<file path="src/rtl/inst_fetch_queue.sv">
// inst_fetch_queue: fetch stage between the PC register and the IF/ID boundary.
// Issues in-order requests to instruction memory (req/gnt/rvalid). Each request
// allocates a queue entry at issue. The response fills that entry, and the head
// entry is presented to decode with valid/ready. A flush drops the queue
// contents. It also arranges for responses already in flight to be discarded
// when they return.
//
// Optional feature macro: IFQ_ALIGN_CHECK_EN
//   When defined, a PC with pc_i[1:0] != 0 is not sent to memory. It is queued
//   as a pre-filled entry with inst = 0 and a misalign flag, and the flag is
//   reported on id_misalign_o.
//
// Ports:
//   clk, rst        clock, synchronous active-high reset
//   pc_i, pc_ce_i   PC stream from the PC register; stall_req_o holds it
//   flush_i         drop queue contents and in-flight responses
//   imem_*          request/grant/response handshake to instruction memory
//   id_*            head entry to decode (valid/ready)
//   id_misalign_o   head misalign flag (IFQ_ALIGN_CHECK_EN only)
module inst_fetch_queue #(
  parameter int unsigned DEPTH = 4,
  parameter int unsigned AW    = 32,
  parameter int unsigned DW    = 32
) (
  input  logic          clk,
  input  logic          rst,
  input  logic [AW-1:0] pc_i,
  input  logic          pc_ce_i,
  output logic          stall_req_o,
  input  logic          flush_i,
  output logic          imem_req_o,
  output logic [AW-1:0] imem_addr_o,
  input  logic          imem_gnt_i,
  input  logic          imem_rvalid_i,
  input  logic [DW-1:0] imem_rdata_i,
  output logic          id_valid_o,
  output logic [AW-1:0] id_pc_o,
  output logic [DW-1:0] id_inst_o,
`ifdef IFQ_ALIGN_CHECK_EN
  output logic          id_misalign_o,
`endif
  input  logic          id_ready_i
);

  localparam int unsigned PW  = (DEPTH > 1) ? $clog2(DEPTH) : 1;
  localparam int unsigned CW  = PW + 1;
  // Discard counter carries an extra bit: repeated flushes while earlier
  // discards are still pending can push the in-flight total past DEPTH.
  localparam int unsigned DCW = CW + 1;

  logic [AW-1:0]  r_pc     [DEPTH];
  logic [DW-1:0]  r_inst   [DEPTH];
  logic [DEPTH-1:0] r_filled;
  logic [PW-1:0]  r_head;
  logic [PW-1:0]  r_tail;
  logic [CW-1:0]  r_count;
  logic [CW-1:0]  r_pend;      // requests in flight that own a queue entry
  logic [DCW-1:0] r_discard;   // responses in flight that must be dropped
`ifdef IFQ_ALIGN_CHECK_EN
  logic [DEPTH-1:0] r_mis;
`else
  logic [PW-1:0]  r_fill_ptr;
`endif

  logic           w_credit;
  logic           w_misaligned;
  logic           w_gate;
  logic           w_issue;
  logic           w_mis_alloc;
  logic           w_alloc;
  logic           w_head_live;
  logic           w_pop;
  logic           w_drop;
  logic           w_fill;
  logic [PW-1:0]  w_fill_idx;
  logic [DCW-1:0] w_inflight;
  logic [DCW-1:0] w_flush_discard;

`ifdef IFQ_ALIGN_CHECK_EN
  assign w_misaligned = (pc_i[1:0] != 2'b00);
`else
  assign w_misaligned = 1'b0;
`endif

  // Request / stall: credit counts allocated-but-unfilled entries too.
  assign w_credit    = (r_count < CW'(DEPTH));
  assign w_gate      = pc_ce_i & w_credit & ~flush_i & ~rst;
  assign imem_req_o  = w_gate & ~w_misaligned;
  assign imem_addr_o = pc_i;
  assign w_issue     = imem_req_o & imem_gnt_i;
  assign w_mis_alloc = w_gate & w_misaligned;
  assign w_alloc     = w_issue | w_mis_alloc;
  assign stall_req_o = pc_ce_i & ~w_alloc & ~rst;

  // Decode side: head data shows as zero until the head entry is complete.
  assign w_head_live = (r_count != '0) & r_filled[r_head];
  assign id_valid_o  = w_head_live & ~flush_i & ~rst;
  assign id_pc_o     = w_head_live ? r_pc[r_head]   : '0;
  assign id_inst_o   = w_head_live ? r_inst[r_head] : '0;
  assign w_pop       = id_valid_o & id_ready_i;
`ifdef IFQ_ALIGN_CHECK_EN
  assign id_misalign_o = id_valid_o & r_mis[r_head];
`endif

  // Responses: stale ones are dropped first; a response with nothing
  // outstanding is ignored.
  assign w_drop = imem_rvalid_i & (r_discard != '0);
  assign w_fill = imem_rvalid_i & (r_discard == '0) & (r_pend != '0);

  // On flush, everything still in flight becomes a discard, less the response
  // returning in the flush cycle itself.
  assign w_inflight      = r_discard + DCW'(r_pend);
  assign w_flush_discard = w_inflight - DCW'(imem_rvalid_i && (w_inflight != '0));

`ifdef IFQ_ALIGN_CHECK_EN
  // Pre-filled misaligned entries sit between fetched ones, so the fill target
  // is the oldest unfilled live entry, found by scanning from the head.
  always_comb begin
    logic [PW-1:0] w_idx;
    logic          w_found;
    w_fill_idx = r_head;
    w_idx      = r_head;
    w_found    = 1'b0;
    for (int unsigned i = 0; i < DEPTH; i++) begin
      w_idx = r_head + PW'(i);
      if (!w_found && (CW'(i) < r_count) && !r_filled[w_idx]) begin
        w_fill_idx = w_idx;
        w_found    = 1'b1;
      end
    end
  end
`else
  assign w_fill_idx = r_fill_ptr;
`endif

  // Queue state; flush outranks pop, issue and fill.
  always_ff @(posedge clk) begin
    if (rst) begin
      r_head    <= '0;
      r_tail    <= '0;
      r_count   <= '0;
      r_pend    <= '0;
      r_discard <= '0;
      r_filled  <= '0;
`ifdef IFQ_ALIGN_CHECK_EN
      r_mis     <= '0;
`else
      r_fill_ptr <= '0;
`endif
      for (int unsigned i = 0; i < DEPTH; i++) begin
        r_pc[i]   <= '0;
        r_inst[i] <= '0;
      end
    end else if (flush_i) begin
      r_head    <= '0;
      r_tail    <= '0;
      r_count   <= '0;
      r_pend    <= '0;
      r_discard <= w_flush_discard;
`ifndef IFQ_ALIGN_CHECK_EN
      r_fill_ptr <= '0;
`endif
    end else begin
      if (w_alloc) begin
        r_pc[r_tail]     <= pc_i;
        r_inst[r_tail]   <= '0;
        r_filled[r_tail] <= w_mis_alloc;
`ifdef IFQ_ALIGN_CHECK_EN
        r_mis[r_tail]    <= w_mis_alloc;
`endif
        r_tail <= r_tail + PW'(1);
      end
      if (w_fill) begin
        r_inst[w_fill_idx]   <= imem_rdata_i;
        r_filled[w_fill_idx] <= 1'b1;
`ifndef IFQ_ALIGN_CHECK_EN
        r_fill_ptr <= r_fill_ptr + PW'(1);
`endif
      end
      if (w_pop) begin
        r_head <= r_head + PW'(1);
      end
      if (w_drop) begin
        r_discard <= r_discard - DCW'(1);
      end
      r_count <= r_count + CW'(w_alloc) - CW'(w_pop);
      r_pend  <= r_pend + CW'(w_issue) - CW'(w_fill);
    end
  end

endmodule

</file>
<file path="config.mk">
export PLATFORM = sky130hd
export DESIGN_NAME = inst_fetch_queue
export DESIGN_NICKNAME = d
export VERILOG_FILES = /design/src/rtl/inst_fetch_queue.sv
export SDC_FILE = /design/constraint.sdc
export NUM_CORES = 1
export LEC_CHECK = 0
export ABC_AREA = 1
export CORE_MARGIN = 3
export CORE_UTILIZATION = 35
export CTS_CLUSTER_DIAMETER = 120
export DETAILED_ROUTE_END_ITERATION = 7
export PLACE_DENSITY = 0.56
export SLEW_MARGIN = 20
export SYNTH_ARGS = -nofsm -noshare
export SYNTH_HDL_FRONTEND = slang
export SYNTH_SLANG_ARGS = --single-unit
</file>
<file path="constraint.sdc">
create_clock -name clk -period 3.5 [get_ports clk]
set_clock_uncertainty 0.1 [all_clocks]
set_input_delay 0.525 -clock clk [delete_from_list [all_inputs] [get_ports clk]]
set_output_delay 0.525 -clock clk [all_outputs]
set_load 0.05 [all_outputs]
</file>
### Yosys cells after proc, flatten, opt, wreduce, memory -nomap -nowiden

Memory sizes are Yosys's and may differ from the RTL's. A register that Yosys moved wholly into a read port is not among the register bits.
Index checks and enable logic that the tools add are counted.
W data, S select, Z words.

* memory bits (read-only): 0
* latch bits: 0
* input bits: 71
* memories: 2
* flip-flop bits (word level): 20
* RAM bits: 256
* output and inout bits: 99

* mux-type cells: 37
* shifts and indexed selects: 0
* eq/ne operators: 0
* reduce and logical (&&, ||, !) cells: 13
* $mul: 0
* magnitude comparators: 6
* add/sub/neg operators: 10
* divide/modulo/power cells: 0
* bitwise logic cells: 19

Memory list
* r_inst: depth 4, bits a word 32, rd ports 1, clocked after Yosys merged registers in 1, write ports 4, RTL line 52 `logic [DW-1:0] r_inst [DEPTH];`
* r_pc: depth 4, bits a word 32, rd ports 1, clocked after Yosys merged registers in 1, write ports 4, RTL line 51 `logic [AW-1:0] r_pc [DEPTH];`

Operator list (count)
* $mux W32: 5
* $reduce_or A32 Y1: 3
* $mux W4: 6
* $mux W1: 16
* $mux W2: 7
* $and A1 B1 Y1: 13
* $lt A2 B3 Y1 const B: 3
* $reduce_bool A4 Y1: 2
* $add A2 B1 Y2 const B: 3
* $add A3 B1 Y3: 2
* $reduce_bool A3 Y1: 2
* $sub A3 B1 Y3: 2
* $add A4 B3 Y4: 1
* $and A4 B4 Y4: 1
* $demux W1 S2: 2
* $ge A2 B1 Y1 const B: 2
* $logic_not A4 Y1: 1
* $not A4 Y4: 1
* $or A4 B4 Y4: 1
* $sub A4 B1 Y4: 1
* $sub A4 B1 Y4 const B: 1
* $logic_and A1 B1 Y1: 3
* $lt A3 B3 Y1 const B: 1
* $not A1 Y1: 3
* 3 further kinds: 3

### Depth between registers and ports, before layout

* depth in word-level cells: 11
* mapped depth: 14
* gate-level depth less buffers: 14

### Worst setup path after synthesis

No wires, ideal clock.

* path kind: input -> register
* from: in flush_i
* to: reg r_count[2]
* path slack: 0.372 ns
* data required time: 3.280 ns
* library setup time: 0.120 ns
* data arrival time: 2.908 ns
* stages: 13
* cells stage by stage: clkinv_2 nand2_4 nor3_4 nand2_4 buf_4 buf_4 ha_1 inv_1 ha_1 fa_1 xor2_1 o21ai_0 a21oi_1

* cells in the longest elaborated chain, start to end: 6
* elaborated cells between the ends (all ways): 10
* classes of those cells: 2 x add/sub; 7 x bitwise; 1 x reduce/logical

RTL lines
* from (decl): RTL line 30 `input logic flush_i,`
* $not A1 Y1: RTL line 87 `assign w_gate = pc_ce_i & w_credit & ~flush_i & ~rst;`
* $and A1 B1 Y1 (2 in a row): RTL line 87
* named net imem_req_o: RTL line 31 `output logic imem_req_o,`
* $and A1 B1 Y1: RTL line 90 `assign w_issue = imem_req_o & imem_gnt_i;`
* $add A3 B1 Y3: RTL line 186 `r_count <= r_count + CW'(w_alloc) - CW'(w_pop);`
* $sub A3 B1 Y3: RTL line 186
* to (signal assigned): RTL line 186
* to (decl): RTL line 56 `logic [CW-1:0] r_count;`

The timed path passes the listed nets, and every way through them passes these cells.
A chain may end at the register's enable or synchronous reset.

### Final worst setup path

* from: reg r_head[0]
* to: out id_inst_o[4]

* cells in the longest elaborated chain, start to end: 4

RTL lines
* from (decl): RTL line 54 `logic [PW-1:0] r_head;`
* from (signal assigned): RTL line 181 `r_head <= r_head + PW'(1);`
* $bmux W1 S2: RTL line 96 `assign w_head_live = (r_count != '0) & r_filled[r_head];`
* $mux W1 (not written as such): RTL line 96
* $and A1 B1 Y1: RTL line 96
* $mux W32: RTL line 99 `assign id_inst_o = w_head_live ? r_inst[r_head] : '0;`
* to (decl): RTL line 38 `output logic [DW-1:0] id_inst_o,`

No other way between the ends. The select of a mux whose other input is x is not followed.

==> impl_metrics.sql <==
INSERT INTO impl_metrics (metric_group, metric, value, unit) VALUES
('run_status', 'outcome', 'finished clean', ''),
('cts', 'tritoncts', 'built', ''),
('synth', 'syn-cell-area', '0.0130', 'mm^2'),
('cells_and_area', 'layout.cells.most_common_list', '528 x nor2_1, 256 x edfxtp_1, 144 x o21ai_0, 107 x inv_1, 102 x clkdlybuf4s50_1', ''),
('routing', 'detailed_route_iter0_violations', '606', ''),
('synth', 'mappedNetlistNets', '1430', ''),
('synth', 'syn-mean-instance-area', '9.70', 'um^2'),
('worst_setup_path', 'worst_setup_path_end_kind', 'primary output', ''),
('sta', 'fin_crit', '3040', 'ps'),
('sta', 'timing.slew.headroom', '38.1', '%'),
('grt', 'grt_pass1_wl', '52400', 'um'),
('power_and_ir_drop', 'leakage', '6.45', 'nW'),
('routing', 'drc', '0', ''),
('sta', 'finalSetupTns', '0', 'ps'),
('flow_run', 'max-cap-violations', '0', ''),
('grt', 'antenna_found_initial', '0', ''),
('sta', 'unrepaired_setup_endpoints_after_global_routing', 'false', ''),
('floorplanning', 'initial_utilization', '35.9', '%'),
('grt', 'vias_in_the_first_global_route', '9197', ''),
('synth', 'synthCells', '1337', ''),
('floorplanning', 'core_area', '0.0361', 'mm^2'),
('sta', 'report.final.hold_viol_count', '0', ''),
('cts', 'post_cts_repair_setup_buffers', '0', ''),
('power_and_ir_drop', 'cellPowerDensity', '476', 'mW/mm^2'),
('floorplanning', 'std_cell_rows', '69', ''),
('cells_and_area', 'layout.cells.most_common', 'nor2_1', ''),
('floorplanning', 'design.portCount', '170', ''),
('floorplanning', 'floorplan_die_area', '0.0394', 'mm^2'),
('worst_setup_path', 'worstPathRequired', '2870', 'ps'),
('cts', 'cts-resized-gates', '0', ''),
('power_and_ir_drop', 'max_ir_drop_vdd', '335', 'uV'),
('sta', 'report.final.slew_viol_count', '0', ''),
('cts', 'cts_made_buffers', '31', ''),
('routing', 'drt_first_pass_iters', '5', ''),
('routing', 'wire_per_inst', '17.5', 'um'),
('placement', 'place.port_buffers', '169', ''),
('worst_setup_path', 'cpPeakStageDelay', '390', 'ps'),
('worst_setup_path', 'worst-endpoint-arrival', '2410', 'ps'),
('routing', 'vias', '9440', ''),
('worst_setup_path', 'critPathSlowestCell', 'dfxtp_1', ''),
('sta', 'report.final.setup_viol', '0', ''),
('routing', 'vias_per_cell', '4.84', ''),
('synth', 'ys_seq_area_share', '62.7', '%'),
('grt', 'grt_max_degree', '129', ''),
('placement', 'gp_congestion', '0.784', ''),
('worst_setup_path', 'timing.critical_path.cells', 'inv_1 > nand2_1 > nand3_1 > nand2_1 > nand2_2 > buf_4 > a21oi_1 > buf_4', ''),
('worst_setup_path', 'worst-path-max-fanout', '18', ''),
('placement', 'placed_cells_incl_taps', '1891', ''),
('cells_and_area', 'final_cell_count_no_fill', '1949', ''),
('floorplanning', 'die_h', '199', 'um'),
('cts', 'clock_sinks', '278', ''),
('sta', 'worst-slew-pin-transition', '929', 'ps'),
('grt', 'groute.usage.overall', '16.9', '%'),
('cts', 'clock_path_buffers', '3', ''),
('placement', 'detailed_place_hpwl', '19300', 'um'),
('cts', 'holdBufCountCts', '0', ''),
('floorplanning', 'die_w', '199', 'um'),
('synth', 'netlist-cell-type-count', '28', ''),
('cells_and_area', 'final_layout_size_suffix_gt1_share', '11.5', '%'),
('cells_and_area', 'final_nets', '1556', ''),
('cells_and_area', 'diodes', '0', ''),
('worst_setup_path', 'crit_path_start_kind', 'flip-flop', ''),
('cts', 'cts_max_level', '1', ''),
('routing', 'routed_wl', '34100', 'um'),
('sta', 'final_min_period_over_clock_period', '86.7', '%'),
('grt', 'global_route.overflow_total', '0', ''),
('cts', 'clk_transition_reported_paths', '60', 'ps'),
('synth', 'yosys_warnings', '0', ''),
('routing', 'ant_nets', '0', ''),
('worst_hold_path', 'holdCritPathClass', 'flip-flop to flip-flop', ''),
('synth', 'synth-seq-cells', '278', ''),
('cts', 'worstSkewPairLatency', '550', 'ps'),
('cts', 'clock_tree.root_cell', 'clkbuf_16', ''),
('cells_and_area', 'syn2layout_area_growth', '22.2', '%'),
('sta', 'timing.fmax', '329', 'MHz'),
('worst_setup_path', 'path_class', 'flip-flop to primary output', '');
## through the flow
stage               cell area (um^2)  setup slack [ps]  power, mW  util (%)  hold slack, ps
global route                   15900               326       7.84      43.9             424
global placement               14900               289       4.44      41.2             374
detailed placement             14900               233       4.44      41.2             371
floorplan                      13000               372       4.21         -             350
finish                         15900               465       7.54      43.9             385
CTS                            15900               444       7.64      43.9             387
## final cells by class
class / count / area, um^2
clock buffer: 32 / 779
timing repair buffer: 199 / 1910
sequential: 278 / 8130
tap: 461 / 577
fill: 3467 / 20200
multi-input combinational: 842 / 3820
clock inverter: 26 / 215
inverter: 111 / 419
## cell usage after synthesis, drive strengths merged
cell type  count  share of area (%)
xor2           4               0.27
xnor2          1              0.068
nand4          4               0.19
inv          110                3.2
fa             3               0.46
a31oi          1              0.048
nand2         40                1.5
a21oi         77                3.0
nor2         530                 16
clkbuf        20               0.58
edfxtp       256                 59
ha            19                1.8
nand3         13               0.50
o21ai        146                5.6
dfxtp         22                3.4
clkinv         1              0.039
nor3           4               0.33
buf           86                4.2
## worst max-delay path: cells and delay by family, from the launching register on
kind / cells / cell delay (ps)
buf+inv: 3 / 680
simple gates: 4 / 470
compound gates: 1 / 290
flops: 1 / 390
## kinds of logic after synthesis
group,synth area share [%]
AO/OA/AOI/OAI,8.65
XOR/XNOR,0.338
adder cells (fa/ha/maj),2.30
buffers and inverters,8.04
flip-flops,62.7
AND/OR/NAND/NOR,18.0
## state kept, by name (all words and copies together) (netlist names), 3 cells and up, named ones only
register and cells:
r_filled 4, r_pend 3, r_discard 4, r_pc 128, r_inst 128, r_count 3
## where the power goes
part	total (mW)	switching (mW)	internal, mW
Sequential	3.80	0.0397	3.77
Clock	3.18	1.34	1.84
Combinational	0.564	0.358	0.205
Total	7.54	1.73	5.81
## path summary, 6_finish.rpt
check                            start                       end  slack, ps  cells after the start
max             r_head[0]$_SDFFE_PP0P_              id_inst_o[4]        460                      8
min reg2reg   r_filled[0]$_SDFFE_PP0N_  r_filled[0]$_SDFFE_PP0N_        390                      2
min           r_filled[0]$_SDFFE_PP0N_  r_filled[0]$_SDFFE_PP0N_        390                      2
max reg2reg  r_discard[0]$_SDFFE_PP0P_      r_pend[2]$_SDFF_PP0_        830                     13
## routing by layer
| metal | up-vias | part of all wire (%) | global-route usage, % |
|---|---|---|---|
| li1 | 4614 | - | - |
| met4 | 0 | 1.8 | 3.46 |
| met5 | - | 0 | 0 |
| met1 | 4506 | 43 | 22.9 |
| met2 | 277 | 49 | 29.2 |
| met3 | 43 | 5.9 | 2.46 |
No activity file was read; power rests on OpenSTA's default activity.
